===== src/rtl/uart_debug_responder_if.sv =====
// Debug responder bus bundle: rx fifo head/pop, tx fifo push, pipeline step/run and register-read hooks.
// master = responder side, slave = UART fifos plus datapath debug hooks.
interface uart_debug_responder_if #(
    parameter int DATA_W = 32,
    parameter int ADDR_W = 5
);
    logic              data_available;
    logic [7:0]        rx_data;
    logic              read_flag;
    logic              tx_full;
    logic              write_flag;
    logic [7:0]        tx_data;
    logic              step_pulse;
    logic              run_mode;
    logic [ADDR_W-1:0] dbg_addr;
    logic [DATA_W-1:0] dbg_data;
    logic [DATA_W-1:0] pc_value;
    logic              busy;

    modport master (
        input  data_available, rx_data, tx_full, dbg_data, pc_value,
        output read_flag, write_flag, tx_data, step_pulse, run_mode, dbg_addr, busy
    );

    modport slave (
        output data_available, rx_data, tx_full, dbg_data, pc_value,
        input  read_flag, write_flag, tx_data, step_pulse, run_mode, dbg_addr, busy
    );
endinterface


===== src/rtl/uart_debug_responder.sv =====
// UART debug command responder: pops opcode/argument bytes, drives step/run/reg-read, pushes replies MSB first.
// Latency: reply starts 2 cycles after opcode pop (READ_REG: 3 cycles after argument pop); one idle cycle between tx writes.
// Backpressure: tx_full holds SEND with byte unchanged; rx bytes left in fifo while busy. UART_DBG_CHECKSUM_EN appends XOR byte.
module uart_debug_responder #(
    parameter int DATA_W      = 32,
    parameter int ADDR_W      = 5,
    parameter int ARG_TIMEOUT = 1000000
) (
    input  logic                   clock,
    input  logic                   reset,
    uart_debug_responder_if.master bus
);

    localparam logic [7:0] OP_STEP     = 8'h01;
    localparam logic [7:0] OP_READ_REG = 8'h02;
    localparam logic [7:0] OP_TOGGLE   = 8'h03;
    localparam logic [7:0] OP_READ_PC  = 8'h04;
    localparam logic [7:0] ACK         = 8'h06;
    localparam logic [7:0] NAK         = 8'h15;

    localparam int NBYTES = DATA_W / 8;
`ifdef UART_DBG_CHECKSUM_EN
    localparam int NREPLY = NBYTES + 1;
`else
    localparam int NREPLY = NBYTES;
`endif
    localparam int CNT_W = $clog2(NREPLY + 1);
    localparam int TO_W  = (ARG_TIMEOUT > 1) ? $clog2(ARG_TIMEOUT) : 1;

    typedef enum logic [2:0] {
        IDLE,
        DECODE,
        WAIT_ARG,
        FETCH,
        CAPTURE,
        SEND
    } state_t;

    state_t            state;
    logic [7:0]        opcode;
    logic [DATA_W-1:0] shreg;
    logic [CNT_W-1:0]  byte_cnt;
    logic [TO_W-1:0]   to_cnt;
    logic              gap;
    logic              run_q;
    logic [7:0]        tx_q;
    logic [ADDR_W-1:0] addr_q;
`ifdef UART_DBG_CHECKSUM_EN
    logic [7:0]        csum;
    logic              csum_en;
`endif

    logic pop;
    logic wr;

    // Pop and push are same-cycle strobes; the state sequence guarantees a gap between pops.
    assign pop = reset && bus.data_available && ((state == IDLE) || (state == WAIT_ARG));
    assign wr  = reset && (state == SEND) && !gap && !bus.tx_full;

    assign bus.read_flag  = pop;
    assign bus.write_flag = wr;
    assign bus.tx_data    = tx_q;
    assign bus.step_pulse = (state == DECODE) && (opcode == OP_STEP);
    assign bus.run_mode   = run_q;
    assign bus.dbg_addr   = addr_q;
    assign bus.busy       = (state != IDLE);

    always_ff @(posedge clock or negedge reset) begin
        if (!reset) begin
            state    <= IDLE;
            opcode   <= 8'h00;
            shreg    <= '0;
            byte_cnt <= '0;
            to_cnt   <= '0;
            gap      <= 1'b0;
            run_q    <= 1'b0;
            tx_q     <= 8'h00;
            addr_q   <= '0;
`ifdef UART_DBG_CHECKSUM_EN
            csum     <= 8'h00;
            csum_en  <= 1'b0;
`endif
        end else begin
            case (state)
                IDLE: begin
                    if (pop) begin
                        opcode <= bus.rx_data;
                        state  <= DECODE;
                    end
                end
                DECODE: begin
                    // Default is a single NAK; known opcodes override below.
                    byte_cnt <= CNT_W'(1);
                    gap      <= 1'b0;
                    tx_q     <= NAK;
                    state    <= SEND;
`ifdef UART_DBG_CHECKSUM_EN
                    csum     <= 8'h00;
                    csum_en  <= 1'b0;
`endif
                    case (opcode)
                        OP_STEP:   tx_q <= ACK;
                        OP_TOGGLE: begin
                            run_q <= ~run_q;
                            tx_q  <= ACK;
                        end
                        OP_READ_PC: begin
                            tx_q     <= bus.pc_value[DATA_W-1 -: 8];
                            shreg    <= bus.pc_value << 8;
                            byte_cnt <= CNT_W'(NREPLY);
`ifdef UART_DBG_CHECKSUM_EN
                            csum_en  <= 1'b1;
`endif
                        end
                        OP_READ_REG: begin
                            to_cnt <= '0;
                            state  <= WAIT_ARG;
                        end
                        default: ;
                    endcase
                end
                WAIT_ARG: begin
                    if (pop) begin
                        addr_q <= bus.rx_data[ADDR_W-1:0];
                        state  <= FETCH;
                    end else if (to_cnt == TO_W'(ARG_TIMEOUT - 1)) begin
                        tx_q     <= NAK;
                        byte_cnt <= CNT_W'(1);
                        gap      <= 1'b0;
`ifdef UART_DBG_CHECKSUM_EN
                        csum_en  <= 1'b0;
`endif
                        state    <= SEND;
                    end else begin
                        to_cnt <= to_cnt + TO_W'(1);
                    end
                end
                FETCH: state <= CAPTURE;
                CAPTURE: begin
                    tx_q     <= bus.dbg_data[DATA_W-1 -: 8];
                    shreg    <= bus.dbg_data << 8;
                    byte_cnt <= CNT_W'(NREPLY);
                    gap      <= 1'b0;
`ifdef UART_DBG_CHECKSUM_EN
                    csum     <= 8'h00;
                    csum_en  <= 1'b1;
`endif
                    state    <= SEND;
                end
                SEND: begin
                    if (gap) begin
                        gap <= 1'b0;
                    end else if (!bus.tx_full) begin
`ifdef UART_DBG_CHECKSUM_EN
                        csum <= csum ^ tx_q;
`endif
                        if (byte_cnt == CNT_W'(1)) begin
                            state <= IDLE;
                        end else begin
                            byte_cnt <= byte_cnt - CNT_W'(1);
                            gap      <= 1'b1;
`ifdef UART_DBG_CHECKSUM_EN
                            // Last slot carries the running XOR including the byte going out now.
                            if (csum_en && (byte_cnt == CNT_W'(2))) begin
                                tx_q <= csum ^ tx_q;
                            end else begin
                                tx_q  <= shreg[DATA_W-1 -: 8];
                                shreg <= shreg << 8;
                            end
`else
                            tx_q  <= shreg[DATA_W-1 -: 8];
                            shreg <= shreg << 8;
`endif
                        end
                    end
                end
                default: state <= IDLE;
            endcase
        end
    end

endmodule


===== src/flat_wrapper.sv =====
// flat-port wrapper written by rule: the top's interface ports become plain ports
module uart_debug_responder_flat 
#(
    parameter int DATA_W      = 32,
    parameter int ADDR_W      = 5,
    parameter int ARG_TIMEOUT = 1000000
)
  (clock, reset, bus_data_available, bus_rx_data, bus_tx_full, bus_dbg_data, bus_pc_value, bus_read_flag, bus_write_flag, bus_tx_data, bus_step_pulse, bus_run_mode, bus_dbg_addr, bus_busy);
  uart_debug_responder_if #(.DATA_W(DATA_W), .ADDR_W(ADDR_W)) bus_i ();
  input  logic clock;
  input  logic reset;
  input wire logic [$bits(bus_i.data_available)-1:0] bus_data_available;
  input wire logic [$bits(bus_i.rx_data)-1:0] bus_rx_data;
  input wire logic [$bits(bus_i.tx_full)-1:0] bus_tx_full;
  input wire logic [$bits(bus_i.dbg_data)-1:0] bus_dbg_data;
  input wire logic [$bits(bus_i.pc_value)-1:0] bus_pc_value;
  output wire logic [$bits(bus_i.read_flag)-1:0] bus_read_flag;
  output wire logic [$bits(bus_i.write_flag)-1:0] bus_write_flag;
  output wire logic [$bits(bus_i.tx_data)-1:0] bus_tx_data;
  output wire logic [$bits(bus_i.step_pulse)-1:0] bus_step_pulse;
  output wire logic [$bits(bus_i.run_mode)-1:0] bus_run_mode;
  output wire logic [$bits(bus_i.dbg_addr)-1:0] bus_dbg_addr;
  output wire logic [$bits(bus_i.busy)-1:0] bus_busy;
  assign bus_i.data_available = bus_data_available;
  assign bus_i.rx_data = bus_rx_data;
  assign bus_i.tx_full = bus_tx_full;
  assign bus_i.dbg_data = bus_dbg_data;
  assign bus_i.pc_value = bus_pc_value;
  assign bus_read_flag = bus_i.read_flag;
  assign bus_write_flag = bus_i.write_flag;
  assign bus_tx_data = bus_i.tx_data;
  assign bus_step_pulse = bus_i.step_pulse;
  assign bus_run_mode = bus_i.run_mode;
  assign bus_dbg_addr = bus_i.dbg_addr;
  assign bus_busy = bus_i.busy;
  uart_debug_responder #(.DATA_W(DATA_W), .ADDR_W(ADDR_W), .ARG_TIMEOUT(ARG_TIMEOUT)) u_core (.clock(clock), .reset(reset), .bus(bus_i));
endmodule

===== config.mk =====
export PLATFORM = sky130hd
export DESIGN_NAME = uart_debug_responder_flat
export DESIGN_NICKNAME = d
export VERILOG_FILES = /design/src/rtl/uart_debug_responder_if.sv /design/src/rtl/uart_debug_responder.sv /design/src/flat_wrapper.sv
export SDC_FILE = /design/constraint.sdc
export NUM_CORES = 1
export LEC_CHECK = 0
export BUFFER_PORTS_ARGS = -buffer_cell sky130_fd_sc_hd__buf_2
export CORE_UTILIZATION = 50
export DETAILED_ROUTE_END_ITERATION = 10
export GPL_ROUTABILITY_DRIVEN = 0
export PLACE_DENSITY_LB_ADDON = 0.08
export SLEW_MARGIN = 30
export SYNTH_ARGS = -nofsm -noshare
export SYNTH_HDL_FRONTEND = slang
export SYNTH_SLANG_ARGS = --single-unit

===== constraint.sdc =====
create_clock -name clock -period 3 [get_ports clock]
set_clock_uncertainty 0.15 [all_clocks]
set_input_delay 0.15 -clock clock [delete_from_list [all_inputs] [get_ports clock]]
set_output_delay 0.15 -clock clock [all_outputs]
set_load 0.02 [all_outputs]

; ---- Word-level counts from Yosys, hierarchy flattened
; Index checks and enable logic that the tools add are counted.
[word_totals]
reg_bits = 81
out_inout_bits = 18
[op_classes]
n_addsub = 2
n_eq_ne = 22
n_mux = 37
bitwise = 1
reduce_logical = 25
[op_table]
columns = cell, count
row1 = $mux W32, 4
row2 = $pmux W32 S3, 1
row3 = $mux W20, 3
row4 = $mux W8, 5
row5 = $pmux W20 S2, 1
row6 = $mux W3, 13
row7 = $pmux W8 S4, 1
row8 = $add A20 B1 Y20 const B, 1
row9 = $eq A20 B20 Y1 const B, 1
row10 = $ne A2 B2 Y1 const B, 10
row11 = $pmux W3 S6, 1
row12 = $eq A8 B2 Y1 const B, 2
row13 = $pmux W8 S2, 1
row14 = $pmux W3 S4, 1
row15 = $reduce_and A5 Y1, 2
row16 = $reduce_bool A3 Y1, 3
row17 = $eq A8 B1 Y1 const B, 1
row18 = $eq A8 B3 Y1 const B, 1
row19 = $eq A3 B1 Y1 const B, 2
row20 = $eq A3 B2 Y1 const B, 2
row21 = $eq A3 B3 Y1 const B, 2
row22 = $logic_and A1 B1 Y1, 6
row23 = $reduce_and A2 Y1, 3
row24 = $reduce_and A6 Y1, 1
row25 = 13 further kinds, 19

; ---- Longest topological paths before layout
[depth]
ltp_word = 5
ltp_mapped = 9
mapped_depth_nobuf = 7

; ---- Worst setup path after synthesis
; Ideal clock, no wire load.
[synth_timing]
kind = register to register
startpoint = register u_core.state[2]
endpoint = register u_core.to_cnt[16]
setup_ps = 132
arrival_time_ps = 1937
t_required_ps = 2718
slack_ps = 781
path_stages_with_launch = 7
path_buffers = 1
synth_period_minus_slack_ps = 2219
path_cell_list = dfrtp_1 -> or3b_1 -> or4b_4 -> buf_6 -> nor4_1 -> xnor2_1 -> nor2_1
[synth_between]
elab_chain_len = 5
word_cells_on_any_way = 11
classes_between = eq/ne (5) / mux (1) / reduce/logical (5)
[synth_lines]
columns = element, line_no
row1 = "start, declared", uart_debug_responder.sv:39  ; state_t state;
row2 = "start signal, assigned", uart_debug_responder.sv:70  ; state <= IDLE;
row3 = "start signal, assigned", uart_debug_responder.sv:88  ; state <= DECODE;
row4 = "start signal, assigned", uart_debug_responder.sv:96  ; state <= SEND;
row5 = $eq A3 B2 Y1 / $logic_not A3 Y1 (equally long branches), "uart_debug_responder.sv:57, uart_debug_responder.sv:84"
row6 = $logic_or A1 B1 Y1, uart_debug_responder.sv:57  ; assign pop = reset && bus.data_available && ((state == IDLE) || (state == WAIT_ARG));
row7 = $logic_and A1 B1 Y1, uart_debug_responder.sv:57
row8 = $ne A2 B2 Y1 (no line), -
row9 = $reduce_and A4 Y1 (no line), -
row10 = "end signal, assigned", uart_debug_responder.sv:135  ; to_cnt <= to_cnt + TO_W'(1);
row11 = "end, declared", uart_debug_responder.sv:43  ; logic [TO_W-1:0] to_cnt;
; Several ways; a longest one is shown, not always the timed one.
; A chain may end at the register's enable or synchronous reset.

; ---- Final worst setup path
[layout_timing]
startpoint = register u_core.to_cnt[0]
endpoint = register u_core.tx_q[6] (netlist: u_core.bus.tx_data[6])
[layout_between]
elab_chain_len = 3
[layout_lines]
columns = element, line_no
row1 = $eq A20 B20 Y1, uart_debug_responder.sv:126  ; end else if (to_cnt == TO_W'(ARG_TIMEOUT - 1)) begin
row2 = $ne A2 B2 Y1 (no line), -
row3 = $reduce_and A6 Y1 (no line), -
row4 = "end signal, assigned", uart_debug_responder.sv:108  ; tx_q <= bus.pc_value[DATA_W-1 -: 8];
row5 = "end signal, assigned", uart_debug_responder.sv:140  ; tx_q <= bus.dbg_data[DATA_W-1 -: 8];
row6 = "end signal, assigned", uart_debug_responder.sv:171  ; tx_q <= shreg[DATA_W-1 -: 8];
row7 = "end, declared", uart_debug_responder.sv:46  ; logic [7:0] tx_q;
; Every way passes these cells.

==> impl_metrics.ini <==
[status]
outcome = finished, final reports clean

[clocking]
path_clk_slew_ns = 0.07
postCtsSetupRepairBufs = 0
tritoncts = built
worstSkewPairLatency_ns = 0.35
clockBufferDepth = 2
cts_buffers = 9
clockRootBuffer = clkbuf_8
cts_sinks = 73
h-tree-depth = 3

[worst_setup_path]
worstPathRequired_ns = 3.08
crit_arrival_ns = 2.70
startpoint = u_core.to_cnt[0]$_DFFE_PN0P_
crit_path_end_kind = flip-flop
r2r_setup_slack_ns = 0.38
r2r_end = u_core.bus.tx_data[6]$_DFFE_PN0P_
criticalPathCategory = reg -> reg
startpoint_type = flip-flop
rr_worst_depth = 6
crit_end = u_core.bus.tx_data[6]$_DFFE_PN0P_
crit_fanout = 9
r2r_start = u_core.to_cnt[0]$_DFFE_PN0P_

[sta]
max-slew-margin-rel = 0.554
fin_crit_sh = 0.872
min_period_ns = 2.62
tns_ns = 0
final_hold_viol_count = 0
tightest_slew_ns = 0.662
finalMaxSlewViolations = 0
rsz0062_at_grt = false
finalSetupViolCount = 0
fmax_mhz = 382

[synth]
synth_seq_cells = 73
async_flop_share = 1.00
synth_edf_count = 0
synthTopCellsByArea = dfrtp_1, mux2_2, mux2i_1, o21ai_0, nand2_1
synth-main-ff-cell = dfrtp_1
synthCells = 426
synth_top_area_frac = 0.458
syn-num-nets = 505
synth_area_um2 = 3990
syn_area_per_cell_um2 = 9.37
synth_top_area_cell = dfrtp_1
yosysUniqueCellTypes = 49
ys_seq_area_frac = 0.458
yosysWarnings = 0

[finish]
layout-drive-gt1-share = 0.260
multi_input_area_um2 = 2030
post-route-util = 0.666
diodes = 0
area_growth_pct = 28.9
fin_area_um2 = 5140
finalNonFillerCells = 653
fillCellCount = 632
register_area_um2 = 1830
nets = 625

[drt]
drc = 0
vias = 3630
ant_nets = 0
dr.pass1.iters = 4
drt_iter0_drc = 181
top_layer_used = met4
drt-wirelength-per-cell_um = 15.8
routed-wl-met2_um = 5160
wl_um = 10300
wl_met3_um = 403
via_per_inst = 5.56
met1_length_um = 4530

[die]
dieArea_um2 = 8340
io_pins = 94
chipWidth_um = 91.3
std_cell_rows = 32
core-area_um2 = 7730
die_y_um = 91.3
initial_utilization = 0.516

[power_and_ir_drop]
combPwrFrac = 0.425
p_seq_frac = 0.355
power_density_nw_per_um2 = 850
p_leak_nw = 2.45
p_clk_frac = 0.220
switching_share = 0.377
peakVddDrop_mv = 0.372
intPower_mw = 2.72
power_mw = 4.37
switchingPower_mw = 1.65

[placed_design]
io_buffer_count = 93
dp_hpwl_um = 7060
place_area_um2 = 4540
dp.cells = 602

[hold_path]
hold_class = in -> reg

[grt]
first_global_vias = 3678
grt_usage = 0.260
grt_max_degree = 49
grt_pass1_wl_um = 17000
grt.overflow.total = 0
antenna_found_initial = 0

[flow_run]
max-cap-violations = 0
-- cell usage in the layout (no fill, tap or decap), types with 11 or more instances in the layout --
| cell | count |
|---|---|
| nand2_1 | 49 |
| and3_1 | 15 |
| mux2_2 | 22 |
| clkbuf_8 | 11 |
| o21ai_0 | 37 |
| dlygate4sd3_1 | 35 |
| a21oi_1 | 28 |
| nor2_1 | 43 |
| buf_2 | 92 |
| mux2i_1 | 24 |
| dfrtp_1 | 72 |
-- critical path: stages (launching register included) --
cell and delay [ns]:
dfrtp_1 0.39, ha_1 0.28, and3_1 0.21, nand4_1 0.27
o32ai_1 0.58, nand2_2 0.29, mux2_2 0.34
-- area by class of cell --
class,count,share of cell area
well taps,102,0.0248
multi-input cells,319,0.394
repair buffers,137,0.172
clock buffers,12,0.0302
flip-flops and latches,73,0.355
inverters,6,0.00438
clock inverters,4,0.0192
-- sequential cells by signal (all words and copies together) (netlist names) --
signal,cells
u_core.state,3
u_core.bus.run_mode,1
u_core.bus.tx_data,8
u_core.gap,1
u_core.shreg,24
u_core.opcode,8
u_core.byte_cnt,3
u_core.to_cnt,20
u_core.bus.dbg_addr,5
-- power groups by stage --
| stage | Combinational, mW | Sequential (mW) | Clock (mW) |
|---|---|---|---|
| CTS | 1.86 | 1.55 | 0.984 |
| detailed placement | 1.82 | 1.57 | 0 |
| finish | 1.86 | 1.55 | 0.964 |
| floorplan | 1.36 | 1.54 | 0 |
| global route | 2.08 | 1.60 | 1.03 |
| global placement | 1.78 | 1.55 | 0 |
-- worst min path at each step --
| stage | startpoint | end | slack [ns] | cells after the start |
|---|---|---|---|---|
| final | bus_pc_value[29] | u_core.bus.tx_data[5]$_DFFE_PN0P_ | 0.02 | 3 |
| after global routing | bus_pc_value[29] | u_core.bus.tx_data[5]$_DFFE_PN0P_ | 0.02 | 3 |
| after floorplan | reset | u_core.bus.dbg_addr[0]$_DFFE_PN0N_ | -0.30 | 0 |
| after CTS | bus_pc_value[29] | u_core.bus.tx_data[5]$_DFFE_PN0P_ | 0.008 | 3 |
| after detailed placement | reset | u_core.state[1]$_DFFE_PN0P_ | 0.09 | 2 |
| after global placement | reset | u_core.state[1]$_DFFE_PN0P_ | 0.08 | 2 |
-- what timing repair did --
item	CTS	global route
resized for setup	0	0
hold endpoints to repair	112	0
hold buffers	35	0
-- cells in the mapped netlist (4+ instances only) --
master,instances
dfrtp_1,73
nand2_1,49
nor2_1,43
o21ai_0,37
a21oi_1,28
mux2i_1,24
clkbuf_1,23
mux2_2,22
and3_1,15
nand3_1,10
xnor2_1,10
nor3_1,9
inv_1,6
nand2b_1,5
a31oi_1,4
nor3b_1,4
nor4_1,4
o2bb2ai_1,4
-- layer usage --
layer	track usage	vias up
met5	0	-
met4	0.111	0
met3	0.0603	21
met2	0.434	111
met1	0.324	1729
li1	-	1769
-- stage by stage --
step	hold WS [ns]	setup slack [ns]
3_5_place_dp	0.0914	0.474
3_3_place_gp	0.0829	0.542
4_1_cts	0.00824	0.446
2_1_floorplan	-0.296	0.781
5_1_grt	0.0167	0.242
6_report	0.0205	0.383
-- kinds of logic after synthesis --
group / after synthesis / synth area share
compound gates: 99 / 0.153
flops: 73 / 0.458
fa+ha+maj: 3 / 0.00941
xor+xnor: 13 / 0.0285
simple gates: 158 / 0.194
mux: 46 / 0.122
buf+inv: 34 / 0.0348
No activity file was read; power rests on OpenSTA's default activity.
